**src/rtl/mvm_sched.sv**
```systemverilog
// rtl/mvm_sched.sv - sparse activation scheduler: loads a vector, then issues only its nonzero elements in index order
module mvm_sched #(
  parameter int N = 8,
  parameter int W = 8,
  localparam int IW = (N > 1) ? $clog2(N) : 1,
  localparam int CW = $clog2(N + 1)
) (
  input  logic          clk,
  input  logic          rst_n,
  input  logic          ena,
  input  logic          start,
  input  logic          in_valid,
  input  logic [W-1:0]  in_data,
  output logic          in_ready,
  output logic          op_valid,
  output logic [IW-1:0] op_index,
  output logic [W-1:0]  op_value,
  output logic          op_last,
  input  logic          op_ready,
  output logic          busy,
  output logic          done,
  output logic [CW-1:0] nnz_count
);

  localparam logic [1:0] S_IDLE  = 2'd0;
  localparam logic [1:0] S_LOAD  = 2'd1;
  localparam logic [1:0] S_ISSUE = 2'd2;
  localparam logic [1:0] S_DONE  = 2'd3;

  logic [1:0]    state;
  logic [CW-1:0] cnt;
  logic [N-1:0]  bitmap;
  logic [W-1:0]  vals [N];
  logic [CW-1:0] nnz_q;

  logic          load_hs;
  logic          op_hs;
  logic          last_load;
  logic [N-1:0]  load_bitmap;
  logic [IW-1:0] low_idx;
  logic          single_left;

  function automatic logic [CW-1:0] popcount(input logic [N-1:0] b);
    logic [CW-1:0] c;
    c = '0;
    for (int i = 0; i < N; i++) begin
      c = c + CW'(b[i]);
    end
    return c;
  endfunction

  assign in_ready  = ena && (state == S_LOAD);
  assign op_valid  = ena && (state == S_ISSUE);
  assign busy      = (state != S_IDLE);
  assign done      = ena && (state == S_DONE);
  assign nnz_count = nnz_q;

  assign load_hs   = in_valid && in_ready;
  assign op_hs     = op_valid && op_ready;
  assign last_load = load_hs && (cnt == CW'(N - 1));

  // Bitmap as it will look after this cycle's load, so the LOAD exit sees the final element.
  always_comb begin
    load_bitmap = bitmap;
    if (load_hs) begin
      load_bitmap[cnt[IW-1:0]] = (in_data != '0);
    end
  end

  // Descending scan so the lowest set index wins.
  always_comb begin
    low_idx = '0;
    for (int i = N - 1; i >= 0; i--) begin
      if (bitmap[i]) begin
        low_idx = IW'(i);
      end
    end
  end

  assign single_left = (bitmap != '0) && ((bitmap & (bitmap - N'(1))) == '0);
  assign op_index    = low_idx;
  assign op_value    = vals[low_idx];
  assign op_last     = (state == S_ISSUE) && single_left;

  always_ff @(posedge clk or negedge rst_n) begin
    if (!rst_n) begin
      state  <= S_IDLE;
      cnt    <= '0;
      bitmap <= '0;
      nnz_q  <= '0;
      for (int i = 0; i < N; i++) begin
        vals[i] <= '0;
      end
    end else if (ena) begin
      case (state)
        S_IDLE: begin
          if (start) begin
            state  <= S_LOAD;
            cnt    <= '0;
            bitmap <= '0;
            for (int i = 0; i < N; i++) begin
              vals[i] <= '0;
            end
          end
        end
        S_LOAD: begin
          if (load_hs) begin
            vals[cnt[IW-1:0]] <= in_data;
            bitmap            <= load_bitmap;
            cnt               <= cnt + CW'(1);
            if (last_load) begin
              nnz_q <= popcount(load_bitmap);
              state <= (load_bitmap != '0) ? S_ISSUE : S_DONE;
            end
          end
        end
        S_ISSUE: begin
          if (op_hs) begin
            bitmap[low_idx] <= 1'b0;
            if (op_last) begin
              state <= S_DONE;
            end
          end
        end
        S_DONE: begin
          state <= S_IDLE;
        end
        default: begin
          state <= S_IDLE;
        end
      endcase
    end
  end

endmodule
```
**config.mk**
```make
export PLATFORM = sky130hd
export DESIGN_NAME = mvm_sched
export DESIGN_NICKNAME = d
export VERILOG_FILES = /design/src/rtl/mvm_sched.sv
export SDC_FILE = /design/constraint.sdc
export NUM_CORES = 1
export LEC_CHECK = 0
export ABC_AREA = 1
export CAP_MARGIN = 5
export CORE_ASPECT_RATIO = 2
export CORE_MARGIN = 1.5
export CORE_UTILIZATION = 29
export DETAILED_ROUTE_END_ITERATION = 16
export GPL_TIMING_DRIVEN = 1
export PLACE_DENSITY_LB_ADDON = 0.25
export SLEW_MARGIN = 20
export SYNTH_ARGS = -nofsm -noshare
export SYNTH_HDL_FRONTEND = slang
export SYNTH_SLANG_ARGS = --single-unit
```
**constraint.sdc**
```tcl
create_clock -name clk -period 9.3 [get_ports clk]
set_clock_uncertainty 0.15 [all_clocks]
set_input_delay 1.86 -clock clk [delete_from_list [all_inputs] [get_ports clk]]
set_output_delay 1.86 -clock clk [all_outputs]
set_load 0.01 [all_outputs]
```
After elaboration in Yosys (flattened, before gate mapping)
Index checks and enable logic that the tools add are counted.

word-level totals
  flip-flop bits (word level) = 82
  bits in latches = 0
  memory bits (writable) = 0
  bits in read-only memories = 0
  input bits = 14
  output and inout bits = 20
  word-level logic and storage cells = 102
  memories = 0

cells by class
  add/subtract/negate cells = 9
  multiply operators = 0
  divide/modulo/power cells = 0
  order comparisons = 7
  equality and inequality tests = 9
  shifts and indexed selects = 0
  mux-type cells = 37
  bitwise logic cells = 5
  reduce and logical (&&, ||, !) cells = 23

operators with widths
  operator            count
  $mux 64             2
  $pmux 64 s2         1
  $bwmux 64           1
  $mux 8              7
  $bmux 8 s3          1
  $demux 8 s3         1
  $mux 3              8
  $pmux 8 s3          1
  $reduce_bool 8->1   3
  $add 4x1->4         4
  $and 8x8->8         2
  $logic_and 1x1->1   11
  $mux 2              5
  $ne 2x2->1 const B  5
  $bwmux 8            1
  $ge 4x4->1 const B  2
  $logic_not 8->1     1
  $lt 3x4->1 const B  2
  $mux 4              2
  $not 3->4           2
  $not 8->8           1
  $pmux 2 s4          1
  $pmux 4 s2          1
  $reduce_and 4->1    2
  17 further kinds    23

Logic depth before layout (Yosys ltp)
  depth after elaboration = 16
  gate-level depth with buffers = 19
  depth with buffers taken out = 17

Least setup slack after synthesis
No wires, ideal clock.

  path type = input-to-reg
  start point = input in_data[7]
  end point = register nnz_q[2], in the netlist nnz_count[2]
  library setup time = 0.084 ns
  data arrival time = 4.779 ns
  required time = 9.066 ns
  slack = 4.287 ns
  cell stages on the path = 16
  buffers on the path = 0
  cell sequence = nor2_1 -> nand2_1 -> nor2_1 -> nand2_1 -> o21ai_1 -> fa_1 -> inv_1 -> fa_1 -> inv_1 -> fa_1 -> inv_1 -> ha_1 -> inv_1 -> fa_1 -> xor2_1 -> o21ai_0

on the way
  word-level cells in the longest chain between the ends = 10

RTL lines
  what                      line  text
  start, declared           13    input logic [W-1:0] in_data,
  $reduce_bool 8->1 *       66    load_bitmap[cnt[IW-1:0]] = (in_data != '0);
  $bwmux 8 *                66
  $mux 8 *                  65    if (load_hs) begin
  $add 1x1->2               47    c = c + CW'(b[i]);
  $add 2x1->3               47
  $add 3x1->4               47
  $add 4x1->4 (3 in a row)  47
  $add 4x1->4 *             47
  end signal, assigned      112   nnz_q <= popcount(load_bitmap);
  end, declared             34    logic [CW-1:0] nnz_q;

Mark *: on every way between the ends. The rest lies on a longest branch, timed or not.
A chain may end at the register's enable or synchronous reset.

Final worst setup path
  start point = input ena
  end point = register nnz_q[2], in the netlist nnz_count[2]

on the way
  word-level cells in the longest chain between the ends = 10
  elaborated cells on any way between the ends = 12
  classes of those cells = 7 x add/sub; 1 x mux; 4 x reduce/logical

RTL lines
  what                      line  text
  start, declared           10    input logic ena,
  $logic_and 1x1->1         52    assign in_ready = ena && (state == S_LOAD);
  $logic_and 1x1->1         58    assign load_hs = in_valid && in_ready;
  $mux 8                    65
  $add 1x1->2               47
  $add 2x1->3               47
  $add 3x1->4               47
  $add 4x1->4 (4 in a row)  47

Several ways; a longest one is shown, not always the timed one.

==> flow_metrics.tcl <==
set metrics [dict create \
    reg2regPathDepth 15 \
    worstPathMaxFanout 12 \
    critPathArrivalTime_ns 5.68 \
    drc_errors 0 \
    fmax_mhz 179 \
    final_common_cell "nand2_1" \
    io_buffers 33 \
    cts_tree "yes" \
    hold_viol_final 0 \
    critPathKind "primary input to flip-flop" \
    tns_ns 0 \
    min_path_cells 2 \
    die_area_um2 17700 \
    drtPass1Iterations 5 \
    rsz0062_at_grt "no" \
    numCtsBuffers 9 \
    synth_largest_area_cell "dfrtp_1" \
    fin_nets 654 \
    status "finished clean" \
    drive_above_1_share_pct 11.7 \
    leakage_nw 2.65 \
    htree_levels 3 \
    ant_nets 0 \
    peakVddDrop_mv 0.140 \
    synth.avg_cell_area_um2 8.17 \
    cts_root_buf "clkbuf_16" \
    cts_sinks 82 \
    fp-row-count 66 \
    tightestPinTransition_ns 0.834 \
    nFillCells 1746 \
    fin_ws_ns 3.72 \
    antenna_found_initial 0 \
    pwr_density_cell_nw_per_um2 222 \
    post_drt_wl_per_cell_um 18.1 \
    slew_viol_final 0 \
    maxCapViolCount 0 \
    place.gp.congestion 0.938 \
    syn_area_um2 4880 \
    endpoint_kind "flip-flop" \
    yosys_warnings 0 \
    total_power_mw 1.26 \
    wirelength_um 15100 \
    cts.clk_slew.worst_paths_ns 0.06 \
    final_core_util_pct 34.7 \
    multi_input_area_um2 2290 \
    slew_headroom_pct 44.4 \
    drt-initial-drc-count 243 \
    post_cts_buffers 0 \
    yosysUniqueCellTypes 36 \
    placed_area_um2 5330 \
    n_antenna_cell 0 \
    fin_area_um2 5670 \
    clk-insertion-delay-late_ns 0.34 \
    post_cts_resized 0 \
    hold_class "flip-flop to flip-flop" \
    period_share_pct 60.0 \
    grt_pass1_wl_um 24300 \
    die_h_um 186 \
    via_per_inst 5.23 \
    grt_util_all_layers_pct 18.2 \
    grt_pass1_vias 4438 \
    place_ws_ns 3.35 \
    die-width_um 94.7 \
    cts_max_path_buffers 2 \
    vias 4363 \
    ios 34 \
    seq_area_um2 2050 \
    ys_seq_area_share_pct 42.1 \
    setup_viol 0 \
    critPathRequiredTime_ns 9.40 \
    dp_hpwl_um 10900 \
    worstSetupStartpointType "primary input" \
    period_minus_slack_ns 5.58 \
    core_area_um2 16400 \
    area_growth_pct 16.2 \
    gr-total-overflow 0 \
    synthCells 597 \
    synth_nets 625 \
    hold_buffers 0 \
    start_util_pct 29.8 \
    grt_start_max_net_pins 64 \
    final_cell_mix "nand2_1 (139), inv_1 (89), dfrtp_1 (82)" \
    synthTopCellsByArea "dfrtp_1 (42%), nand2_1 (11%), o22ai_1 (7.2%)" \
    synth_top_area_share_pct 42.1 \
    synth_seq_cells 82 \
]
-- report_power, final --
part	total [mW]	internal, mW	switching, mW
clock	0.412	0.262	0.149
sequential	0.419	0.393	0.0261
combinational	0.428	0.132	0.296
-- metal layers --
layer / global-route usage, % / vias to the layer above / routed length [um]
li1: - / 2035 / -
met1: 20.1 / 2140 / 5590
met2: 32.1 / 145 / 8170
met3: 2.69 / 43 / 551
met4: 10.2 / 0 / 811
met5: 0 / - / 0
-- critical path, cell delays in order --
cell	delay (ns)
clkdlybuf4s50_1	0.60
nand3_2	0.29
nor2_1	0.24
nand2_1	0.07
o21ai_1	0.21
fa_1	0.48
inv_1	0.08
fa_1	0.41
inv_1	0.08
fa_1	0.40
inv_1	0.07
ha_1	0.16
inv_1	0.06
fa_1	0.38
xor2_1	0.15
o21ai_0	0.16
-- path summary, 6_finish.rpt --
| check | startpoint | to | slack (ns) |
|---|---|---|---|
| setup / recovery | ena | nnz_count[2] | 3.72 |
| hold / removal | nnz_count[3] | nnz_count[3] | 0.34 |
| setup reg to reg | cnt[2] | nnz_count[2] | 4.91 |
| hold reg to reg | nnz_count[3] | nnz_count[3] | 0.34 |
| max in group asynchronous | rst_n | vals[13] | 6.61 |
| min in group asynchronous | rst_n | cnt[2] | 1.25 |
-- cell usage after synthesis --
master,n
a21oi_1,2
a21oi_2,2
a21oi_4,8
buf_2,3
buf_4,5
buf_6,8
clkbuf_1,1
clkbuf_4,1
dfrtp_1,82
fa_1,4
ha_1,10
inv_1,89
inv_2,8
inv_4,2
nand2_1,139
nand2_2,8
nand2_4,4
nand3_1,65
nand3_2,7
nand3_4,2
nand3b_1,1
nand4_1,11
nand4_2,1
nor2_1,26
nor2_2,6
nor2_4,5
nor3_1,1
o21ai_0,18
o21ai_1,11
o21ai_2,1
o21ai_4,1
o22ai_1,56
o2bb2ai_1,1
o32ai_1,6
xnor2_1,1
xor2_1,1
-- metrics by stage --
stage / hold WS, ns / instances
after floorplan: 0.303 / 597
after global placement: 0.319 / 819
after detailed placement: 0.324 / 819
after CTS: 0.341 / 834
after global routing: 0.361 / 834
final: 0.341 / 834
-- cell families after synthesis --
| logic type | synth area share [%] |
|---|---|
| and+or+nand+nor | 27.3 |
| buffers and inverters | 10.9 |
| AOI/OAI and AO/OA | 15.2 |
| DFF | 42.1 |
| adders and majority gates | 4.21 |
| xor gates and xnor gates | 0.359 |
-- flip-flops by register name, indices dropped and copies added (netlist names) --
signal,cells
nnz_count,4
vals,64
cnt,4
bitmap,8
state,2
-- final cells by class --
cell class / count / share of cell area [%]
Clock buffer: 9 / 3.97
Clock inverter: 6 / 2.03
Inverter: 99 / 6.64
Multi-Input combinational cell: 398 / 40.5
Sequential cell: 82 / 36.2
Tap cell: 204 / 4.50
Timing Repair Buffer: 36 / 6.18
Power figures use the tool's default switching activity.
